==> src/rtl/byte_packer_pkg.sv <==
// Shared constants, the clog2 helper and the FIFO entry layout for the byte packer.
package byte_packer_pkg;

  function automatic int clog2(input int value);
    int result;
    result = 0;
    while ((1 << result) < value) result++;
    return result;
  endfunction

  localparam int DEF_MST_DWIDTH = 32;
  localparam int DEF_SYS_DWIDTH = 8;
  localparam int DEF_FIFO_DEPTH = 4;

  localparam int BYTES = DEF_MST_DWIDTH / DEF_SYS_DWIDTH;
  localparam int CNT_W = clog2(BYTES) + 1;

  // Entry layout as stored in the FIFO: byte count above the data word.
  typedef struct packed {
    logic [CNT_W-1:0]          bytes;
    logic [DEF_MST_DWIDTH-1:0] word;
  } entry_t;

endpackage

==> src/rtl/byte_packer_if.sv <==
// Byte-in / word-out handshake bundle of the byte packer.
interface byte_packer_if
  import byte_packer_pkg::*;
#(
  parameter int MST_DWIDTH = DEF_MST_DWIDTH,
  parameter int SYS_DWIDTH = DEF_SYS_DWIDTH,
  parameter int FIFO_DEPTH = DEF_FIFO_DEPTH
);
  localparam int BW = clog2(MST_DWIDTH / SYS_DWIDTH) + 1;
  localparam int FW = clog2(FIFO_DEPTH) + 1;

  logic [SYS_DWIDTH-1:0] data_i;
  logic                  valid_i;
  logic                  flush_i;
  logic [MST_DWIDTH-1:0] data_o;
  logic [BW-1:0]         bytes_o;
  logic                  valid_o;
  logic                  ready_i;
  logic [FW-1:0]         fill_o;
  logic                  overflow_o;
  logic                  clear_ovf_i;

  modport slave (
    input  data_i, valid_i, flush_i, ready_i, clear_ovf_i,
    output data_o, bytes_o, valid_o, fill_o, overflow_o
  );

  modport master (
    output data_i, valid_i, flush_i, ready_i, clear_ovf_i,
    input  data_o, bytes_o, valid_o, fill_o, overflow_o
  );
endinterface

==> src/rtl/byte_packer_word_fifo.sv <==
// Show-ahead FIFO: the head entry is visible on pop_data while not empty (zero when empty).
module word_fifo
  import byte_packer_pkg::*;
#(
  parameter int WIDTH = 35,
  parameter int DEPTH = DEF_FIFO_DEPTH
) (
  input  logic               clk_sys,
  input  logic               rst,
  input  logic               push,
  input  logic [WIDTH-1:0]   push_data,
  input  logic               pop,
  output logic [WIDTH-1:0]   pop_data,
  output logic               full,
  output logic               empty,
  output logic [clog2(DEPTH):0] fill
);
  localparam int AW = clog2(DEPTH);

  logic [WIDTH-1:0] mem [DEPTH];
  logic [AW-1:0]    wr_ptr;
  logic [AW-1:0]    rd_ptr;
  logic [AW:0]      count;
  logic             do_push;
  logic             do_pop;

  assign full  = (count == (AW+1)'(DEPTH));
  assign empty = (count == '0);
  assign fill  = count;

  // A push while full only lands if the head leaves on the same edge.
  assign do_push = push && (!full || pop);
  assign do_pop  = pop && !empty;

  always_ff @(posedge clk_sys or posedge rst) begin
    if (rst) begin
      wr_ptr <= '0;
      rd_ptr <= '0;
      count  <= '0;
    end else begin
      if (do_push) wr_ptr <= wr_ptr + AW'(1);
      if (do_pop)  rd_ptr <= rd_ptr + AW'(1);
      if (do_push && !do_pop)      count <= count + (AW+1)'(1);
      else if (!do_push && do_pop) count <= count - (AW+1)'(1);
    end
  end

  always_ff @(posedge clk_sys) begin
    if (do_push) mem[wr_ptr] <= push_data;
  end

  assign pop_data = empty ? '0 : mem[rd_ptr];

endmodule

==> src/rtl/byte_packer.sv <==
// Repacks an MSB-first byte stream into words, queued in a show-ahead FIFO with overflow tracking.
module byte_packer
  import byte_packer_pkg::*;
#(
  parameter int MST_DWIDTH = DEF_MST_DWIDTH,
  parameter int SYS_DWIDTH = DEF_SYS_DWIDTH,
  parameter int FIFO_DEPTH = DEF_FIFO_DEPTH
) (
  input  logic         clk_sys,
  input  logic         rst,
  byte_packer_if.slave bus
);
  localparam int NB = MST_DWIDTH / SYS_DWIDTH;
  localparam int CW = clog2(NB) + 1;
  localparam int FW = clog2(FIFO_DEPTH) + 1;
  localparam int EW = CW + MST_DWIDTH;

  logic [CW-1:0]         cnt;
  logic [CW-1:0]         pending;
  logic [MST_DWIDTH-1:0] partial;
  logic [MST_DWIDTH-1:0] merged;
  logic                  full_push;
  logic                  flush_push;
  logic                  push;
  logic                  pop;
  logic                  drop;
  logic                  full;
  logic                  empty;
  logic                  overflow;
  logic [EW-1:0]         head;
  logic [FW-1:0]         fill;

  assign pending = cnt + CW'(bus.valid_i);

  // Byte k of a word fills the k-th slot from the top, so the first byte ends up as the MSB.
  always_comb begin
    merged = partial;
    if (bus.valid_i) begin
      for (int k = 0; k < NB; k++) begin
        if (cnt == CW'(k)) merged[(NB-1-k)*SYS_DWIDTH +: SYS_DWIDTH] = bus.data_i;
      end
    end
  end

  assign full_push  = bus.valid_i && (pending == CW'(NB));
  assign flush_push = bus.flush_i && !full_push && (pending != '0);
  assign push       = full_push || flush_push;
  assign pop        = !empty && bus.ready_i;
  assign drop       = push && full && !pop;

  always_ff @(posedge clk_sys or posedge rst) begin
    if (rst) begin
      cnt     <= '0;
      partial <= '0;
    end else if (push) begin
      cnt     <= '0;
      partial <= '0;
    end else if (bus.valid_i) begin
      cnt     <= pending;
      partial <= merged;
    end
  end

  // A new drop outranks a clear requested on the same edge.
  always_ff @(posedge clk_sys or posedge rst) begin
    if (rst)                  overflow <= 1'b0;
    else if (drop)            overflow <= 1'b1;
    else if (bus.clear_ovf_i) overflow <= 1'b0;
  end

  word_fifo #(
    .WIDTH (EW),
    .DEPTH (FIFO_DEPTH)
  ) u_word_fifo (
    .clk_sys   (clk_sys),
    .rst       (rst),
    .push      (push),
    .push_data ({pending, merged}),
    .pop       (pop),
    .pop_data  (head),
    .full      (full),
    .empty     (empty),
    .fill      (fill)
  );

  assign bus.data_o     = head[MST_DWIDTH-1:0];
  assign bus.bytes_o    = head[EW-1 -: CW];
  assign bus.valid_o    = !empty;
  assign bus.fill_o     = fill;
  assign bus.overflow_o = overflow;

endmodule

==> src/flat_wrapper.sv <==
// flat-port wrapper written by rule: the top's interface ports become plain ports
module byte_packer_flat import byte_packer_pkg::*;
#(
  parameter int MST_DWIDTH = DEF_MST_DWIDTH,
  parameter int SYS_DWIDTH = DEF_SYS_DWIDTH,
  parameter int FIFO_DEPTH = DEF_FIFO_DEPTH
)
  (clk_sys, rst, bus_data_i, bus_valid_i, bus_flush_i, bus_ready_i, bus_clear_ovf_i, bus_data_o, bus_bytes_o, bus_valid_o, bus_fill_o, bus_overflow_o);
  byte_packer_if #(.MST_DWIDTH(MST_DWIDTH), .SYS_DWIDTH(SYS_DWIDTH), .FIFO_DEPTH(FIFO_DEPTH)) bus_i ();
  input  logic clk_sys;
  input  logic rst;
  input wire logic [$bits(bus_i.data_i)-1:0] bus_data_i;
  input wire logic [$bits(bus_i.valid_i)-1:0] bus_valid_i;
  input wire logic [$bits(bus_i.flush_i)-1:0] bus_flush_i;
  input wire logic [$bits(bus_i.ready_i)-1:0] bus_ready_i;
  input wire logic [$bits(bus_i.clear_ovf_i)-1:0] bus_clear_ovf_i;
  output wire logic [$bits(bus_i.data_o)-1:0] bus_data_o;
  output wire logic [$bits(bus_i.bytes_o)-1:0] bus_bytes_o;
  output wire logic [$bits(bus_i.valid_o)-1:0] bus_valid_o;
  output wire logic [$bits(bus_i.fill_o)-1:0] bus_fill_o;
  output wire logic [$bits(bus_i.overflow_o)-1:0] bus_overflow_o;
  assign bus_i.data_i = bus_data_i;
  assign bus_i.valid_i = bus_valid_i;
  assign bus_i.flush_i = bus_flush_i;
  assign bus_i.ready_i = bus_ready_i;
  assign bus_i.clear_ovf_i = bus_clear_ovf_i;
  assign bus_data_o = bus_i.data_o;
  assign bus_bytes_o = bus_i.bytes_o;
  assign bus_valid_o = bus_i.valid_o;
  assign bus_fill_o = bus_i.fill_o;
  assign bus_overflow_o = bus_i.overflow_o;
  byte_packer #(.MST_DWIDTH(MST_DWIDTH), .SYS_DWIDTH(SYS_DWIDTH), .FIFO_DEPTH(FIFO_DEPTH)) u_core (.clk_sys(clk_sys), .rst(rst), .bus(bus_i));
endmodule
==> config.mk <==
export PLATFORM = sky130hd
export DESIGN_NAME = byte_packer_flat
export DESIGN_NICKNAME = d
export VERILOG_FILES = /design/src/rtl/byte_packer_pkg.sv /design/src/rtl/byte_packer_if.sv /design/src/rtl/byte_packer_word_fifo.sv /design/src/rtl/byte_packer.sv /design/src/flat_wrapper.sv
export SDC_FILE = /design/constraint.sdc
export NUM_CORES = 1
export LEC_CHECK = 0
export ABC_CLOCK_PERIOD_IN_PS = 3800
export CORE_ASPECT_RATIO = 1.75
export CORE_UTILIZATION = 61
export CTS_BUF_LIST = sky130_fd_sc_hd__clkbuf_2 sky130_fd_sc_hd__clkbuf_4 sky130_fd_sc_hd__clkbuf_8
export DETAILED_ROUTE_END_ITERATION = 10
export GPL_ROUTABILITY_DRIVEN = 0
export PLACE_DENSITY_LB_ADDON = 0.12
export SETUP_SLACK_MARGIN = 0.15
export SLEW_MARGIN = 20
export SYNTH_ARGS = -nofsm -noshare
export SYNTH_HDL_FRONTEND = slang
export SYNTH_SLANG_ARGS = --single-unit
==> constraint.sdc <==
create_clock -name clk_sys -period 3.8 [get_ports clk_sys]
set_input_delay 0.38 -clock clk_sys [delete_from_list [all_inputs] [get_ports clk_sys]]
set_output_delay 0.38 -clock clk_sys [all_outputs]
set_load 0.05 [all_outputs]
==> metrics.md, run 1 <==
| Metric | Value |
|---|---|
| Port buffer count | 53 |
| Cell Area, Synth | 7569 um2 |
| DRC viols | 0 |
| RSZ-0062 raised after global routing | false |
| Max-slew violations | 0 |
| ANT cells | 0 |
| Outcome | complete, no violations |
| CP endpoint kind | primary output |
| Achievable clock frequency | 302.9 MHz |
| Final Power | 6985 uW |
| Fillers | 790 |
| Tightest Hold Check Type | input pin to async pin |
| Worst-skew pair later-pin latency | 0.45 ns |
| Busiest grt layer | met2 |
| Final WL | 13930 um |
| Starting density of the core | 62.71% |
| Final worst path period need | 3.301 ns |
| Synthesized instance count | 399 |
| Hold buffer count at cts | 0 |
| Pwr/cell area | 800.8 nW/um2 |
| Number of enable flip-flop cells after synthesis | 140 |
| CP Max Fanout | 22 |
| Hold Vio Cnt, Final | 0 |
| Flip-flop and latch area | 5281 um2 |
| Clock slew at reported path FFs | 0.09 ns |
| Via/cell ratio | 5.935 |
| Seq/Total Area, Yosys | 69.76% |
| Final net count | 489 |
| # resized after CTS | 0 |
| Die Y | 149.4 um |
| Full die area | 12870 um2 |
| Synthesized flop and latch total | 183 |
| Syn nets | 421 |
| Std cell rows | 53 |
| Die X | 86.20 um |
| Leakage Power | 0.003217 uW |
| Most used DFF post-synth | edfxtp_1 |
| Peak supply drop | 0.6743 mV |
| Num ports | 54 |
| Critical path class | flip-flop to primary output |
| Clock skew | 0.009181 ns |
| Leading cell type in the layout, fill and taps excluded | edfxtp_1 |
| CTS Buffer Depth | 2 |
| Arrival @ worst endpoint | 2.92 ns |
| Worst hold slack | 0.3572 ns |
| Final ANT Viol Nets | 0 |
| Clk Tree Root Cell | clkbuf_8 |
| Syn_area_per_cell | 18.97 um2 |
| CTS Buf Count | 17 |
| Buffers inserted by post-CTS timing repair | 0 |
| Total Routing Usage GR | 24.05% |
| Final setup fails | 0 |
| HPWL after detailed placement | 8816 um |
| Met1 usage | 31.08% |
| Worst rel slew slack | 58.43% |
| Worst Setup Start Kind | flip-flop |
| Vias in the first global route | 4116 |
| CTS tree | yes |
| Initial DRC Count | 202 |
| Synth async-reset ratio | 23.50% |
| Area Overhead vs Synth | 15.26% |
| Cell variety after synth | 37 |
| Yosys Warn Count | 0 |
| Fraction of layout cells with a size suffix above 1 | 19.38% |
| Post-Route Setup TNS | 0 ns |
| Design area | 8723 um2 |
| Post-Place Cells | 613 |
| # H-tree levels | 4 |
| Core footprint | 12070 um2 |
| Multi-input logic area | 2158 um2 |
| Flop-to-flop setup slack | 0.72 ns |
| Fin crit share | 86.87% |
| Post-Layout Cell Count | 645 |
| Met2 Use GR | 40.87% |
| Routed len/inst | 21.59 um |
| Largest net degree at the start of global routing | 44 |
| WP data required | 3.42 ns |
| Initial antenna violation count | 0 |
| Worst-margin pin slew | 0.6223 ns |
| Met3 Use GR | 4.925% |
| Area post-placement | 8356 um2 |
| Routed vias | 3828 |
| Global route overflow | 0 |
| CTS Sinks | 183 |
| Pre-antenna DRT Iters | 4 |
| Most frequent cells in the layout | edfxtp_1 (140), clkdlybuf4s50_1 (53), dfrtp_1 (42) |
| First-pass GRT wire length | 22360 um |
| Max Cap Viol | 0 |
==> critical path, stage by stage (launching register included) <==
cell and delay [ns]:
dfrtp_2 0.77, buf_12 0.29, mux4_2 0.53, and2_1 0.17, clkdlybuf4s50_1 0.69
==> worst paths after layout <==
path | startpoint | endpoint | cells past startpoint
min reg2reg | u_core.partial[23]$_DFFE_PP0P_ | u_core.partial[23]$_DFFE_PP0P_ | 1
min in group clk_sys | bus_clear_ovf_i | u_core.bus.overflow_o$_DFFE_PP0P_ | 2
max | u_core.u_word_fifo.rd_ptr[0]$_DFFE_PP0P_ | bus_data_o[24] | 4
min | rst | u_core.u_word_fifo.fill[0]$_DFFE_PP0P_ | 3
max reg2reg | u_core.cnt[0]$_DFFE_PP0P_ | u_core.u_word_fifo.fill[2]$_DFFE_PP0P_ | 12
max in group asynchronous | rst | u_core.partial[4]$_DFFE_PP0P_ | 3
==> synthesized netlist by cell type, types with 4 or more instances <==
cell / count / area [um2]
o22ai_2: 4 / 50.05
buf_2: 11 / 55.05
xnor2_1: 4 / 35.03
and2_1: 39 / 244.0
mux2_1: 32 / 360.4
nor2b_1: 7 / 43.79
dfrtp_1: 43 / 1076
clkbuf_1: 7 / 26.28
a22o_1: 34 / 297.8
inv_1: 6 / 22.52
ha_1: 7 / 87.58
mux4_2: 35 / 788.3
edfxtp_1: 140 / 4204
==> cells by family after synthesis <==
family                   after synthesis  synth area share [%]
AO/OA/AOI/OAI                         46                 5.687
adder cells (fa/ha/maj)                8                 1.422
flip-flops                           183                 69.76
XOR/XNOR                               7                0.9093
multiplexers                          69                 15.52
AND/OR/NAND/NOR                       58                 4.976
buffers and inverters                 28                 1.719
==> final cells by class <==
type	count	share of cell area (%)
Clock inverter	14	1.449
Clock buffer	18	2.768
Tap cell	165	2.367
Timing Repair Buffer	70	7.831
Sequential cell	183	60.54
Multi-Input combinational cell	188	24.74
Inverter	7	0.3012
==> flip-flops by register name, summed over array words and instances (netlist names) <==
| signal | count |
|---|---|
| u_core.u_word_fifo.fill | 3 |
| u_core.u_word_fifo.wr_ptr | 2 |
| u_core.cnt | 3 |
| u_core.u_word_fifo.mem | 140 |
| u_core.partial | 32 |
| u_core.u_word_fifo.rd_ptr | 2 |
| u_core.bus.overflow_o | 1 |
==> metrics by stage <==
| stage | setup slack, ns | utilization [%] |
|---|---|---|
| after floorplan | 0.8027 | - |
| after global routing | 0.3219 | 72.28 |
| after detailed placement | 0.3519 | 69.23 |
| after global placement | 0.4985 | 69.23 |
| after CTS | 0.3969 | 72.28 |
| final | 0.4989 | 72.28 |
==> layer usage <==
metal  wire length, um  share of wire [%]
met5                 0                  0
met4               216                1.6
met3               514                3.7
met2              7557                 54
met1              5639                 40
==> power by group <==
part           internal (uW)  switching, uW
logic                   1230           1860
clock network            532            687
registers               2510            171
Power figures use the tool's default switching activity.
==> run 2, diff against run 1 <==
CTS_CLUSTER_DIAMETER = 60   (was unset)
==> results of run 2 <==
Final layout, timing and power as in run 1 (identical DEF).
==> run 3, diff against run 2 <==
CORE_UTILIZATION = 66   (was 61)
DONT_BUFFER_PORTS = 1   (was unset)
GPL_TIMING_DRIVEN = 0   (was unset)
==> metrics.md, run 3 (same netlist as run 1, synthesis figures left out) <==
| Metric | Value |
|---|---|
| Outcome | complete, no violations |
| # H-tree levels | 4 |
| Reg2Reg Depth | 12 |
| Port buffer count | 0 |
| Worst-margin pin slew | 1.020 ns |
| Reg with most FFs | u_core.u_word_fifo.mem |
| Starting density of the core | 67.78% |
| Peak supply drop | 0.5826 mV |
| Flop-to-flop setup slack | 0.74 ns |
| Area Overhead vs Synth | 8.762% |
| Largest regs | u_core.u_word_fifo.mem x140, u_core.partial x32 |
| Clk Tree Root Cell | clkbuf_8 |
| Max-slew violations | 0 |
| Worst Setup Start Kind | flip-flop |
| Seq pwr share | 41.8% |
| Global route overflow | 0 |
| Die X | 82.95 um |
| RSZ-0062 raised after global routing | false |
| Initial DRC Count | 246 |
| Total Routing Usage GR | 25.47% |
| Crit-path max cell delay | 0.76 ns |
| Leading cell type in the layout, fill and taps excluded | edfxtp_1 |
| Arrival @ worst endpoint | 2.76 ns |
| CTS Buf Count | 17 |
| Worst-skew pair later-pin latency | 0.46 ns |
| Pwr/cell area | 775.7 nW/um2 |
| Core footprint | 11170 um2 |
| Num ports | 54 |
| CP Launch Point | u_core.u_word_fifo.fill[0]$_DFFE_PP0P_ |
| DRC viols | 0 |
| Post-Place Cells | 536 |
| Clock slew at reported path FFs | 0.09 ns |
| Fraction of layout cells with a size suffix above 1 | 22.37% |
| HPWL after detailed placement | 9306 um |
| Clk pwr share | 18.6% |
| WP data required | 3.42 ns |
| Post-Layout Cell Count | 570 |
| Leakage Power | 0.003044 uW |
| # resized after CTS | 0 |
| Combinational share of power | 39.6% |
| Clock skew | 0.008959 ns |
| CP Max Fanout | 10 |
| Post-Route Setup TNS | 0 ns |
| Tightest Hold Check Type | input pin to flip-flop |
| ANT cells | 0 |
| FF-to-FF End | u_core.u_word_fifo.fill[2]$_DFFE_PP0P_ |
| Hold path start | bus_data_i[2] |
| Sequence of cells on the critical path | or3_1, clkbuf_1, and2_1 |
| Slowest stage cell on the critical path | clkbuf_1 |
| P_sw | 2624 uW |
| Fin crit share | 82.59% |
| Final worst path period need | 3.139 ns |
| Pre-antenna DRT Iters | 6 |
| Final setup fails | 0 |
| Final ANT Viol Nets | 0 |
| Worst R2R Start | u_core.cnt[0]$_DFFE_PP0P_ |
| Max FFs per register | 140 |
| Vias in the first global route | 3958 |
| Via/cell ratio | 6.493 |
| CP endpoint kind | primary output |
| Achievable clock frequency | 318.6 MHz |
| CTS Sinks | 183 |
| Max Cap Viol | 0 |
| Fin util | 73.71% |
| Routed len/inst | 24.53 um |
| Net Sw Frac | 41.10% |
| Worst Hold Path Cells | 1 |
| Routed vias | 3701 |
| Worst rel slew slack | 32.00% |
| Internal | 3761 uW |
| Hold Crit Endpoint | u_core.partial[18]$_DFFE_PP0P_ |
| Most frequent cells in the layout | edfxtp_1 (140), dfrtp_1 (43), mux4_2 (35), and2_1 (35), a22o_1 (34) |
| Largest net degree at the start of global routing | 26 |
| Final WL | 13980 um |
| Die Y | 143.7 um |
| Full die area | 11920 um2 |
| CTS tree | yes |
| Initial antenna violation count | 0 |
| CTS Buffer Depth | 2 |
| Critical path class | flip-flop to primary output |
| Std cell rows | 51 |
| Hold Vio Cnt, Final | 0 |
| First-pass GRT wire length | 21890 um |
| Final net count | 447 |
==> run 3: changes by cell type in the layout (fill, tap and decap cells not counted), moves of 2 or more <==
| cell | previous run | this run |
|---|---|---|
| and2_2 | 0 | 4 |
| clkinv_4 | 4 | 1 |
| buf_4 | 15 | 3 |
| clkdlybuf4s50_1 | 53 | 0 |
| dlygate4sd3_1 | 0 | 2 |
| and2_1 | 39 | 35 |
| clkinv_2 | 1 | 3 |
| buf_2 | 0 | 11 |
| clkinvlp_4 | 1 | 3 |
| clkbuf_1 | 0 | 7 |
| buf_16 | 0 | 3 |
==> run 3: worst max path at each step <==
| stage | end | slack [ns] | depth (start not counted) |
|---|---|---|---|
| 6_report | bus_data_o[26] | 0.66 | 3 |
| 5_1_grt | bus_data_o[9] | 0.49 | 4 |
| 4_1_cts | bus_data_o[10] | 0.61 | 4 |
| 3_5_place_dp | u_core.u_word_fifo.fill[2]$_DFFE_PP0P_ | 0.74 | 12 |
| 3_3_place_gp | u_core.u_word_fifo.mem[1][19]$_DFFE_PP_ | -0.04 | 7 |
| 2_1_floorplan | u_core.u_word_fifo.mem[0][0]$_DFFE_PP_ | 0.80 | 7 |
==> run 3: critical path: cells and delay by family (launching register included) <==
family / cells / cell delay (ns)
and+or+nand+nor: 2 / 0.79
buffers and inverters: 1 / 0.76
DFF: 1 / 0.74
==> run 3: layout make-up <==
type | count | area [um2]
Timing Repair Buffer | 7 | 142.6
Tap cell | 132 | 165.2
Buffer | 21 | 103.9
Clock inverter | 14 | 108.9
Multi-Input combinational cell | 188 | 2163
Fill cell | 635 | 2935
Sequential cell | 183 | 5280
Clock buffer | 18 | 241.5
Inverter | 7 | 26.28
==> run 3: timing repair <==
item,CTS,global route
hold buffers,2,0
buffers inserted,0,0
endpoints found under the hold margin,23,0
==> run 3: stage by stage <==
stage | instance area, um2 | total power, uW | setup WS (ns) | hold WS, ns
5_1_grt | 8232 | 6636 | 0.4860 | 0.03124
3_5_place_dp | 7861 | 5284 | 0.7367 | 0.3509
6_report | 8232 | 6386 | 0.6615 | 0.05173
4_1_cts | 8232 | 6444 | 0.6118 | 0.03533
3_3_place_gp | 7734 | 5182 | -0.03709 | 0.4756
2_1_floorplan | 7569 | 4864 | 0.8027 | 0.4588
==> run 3: metal layers <==
layer  global-route usage [%]  up-vias  wire (um)
met1                    29.73     1922       5336
met3                    6.778       26        812
met2                    44.87      124       7574
li1                         -     1629          -
met5                        0        -          0
met4                    10.34        0        257
==> run 3: power by group through the flow <==
stage | clock (uW) | sequential (uW) | combinational (uW)
3_5_place_dp | 0 | 2720 | 2570
2_1_floorplan | 0 | 2690 | 2180
5_1_grt | 1270 | 2700 | 2670
6_report | 1180 | 2670 | 2530
4_1_cts | 1200 | 2670 | 2570
3_3_place_gp | 0 | 2710 | 2470
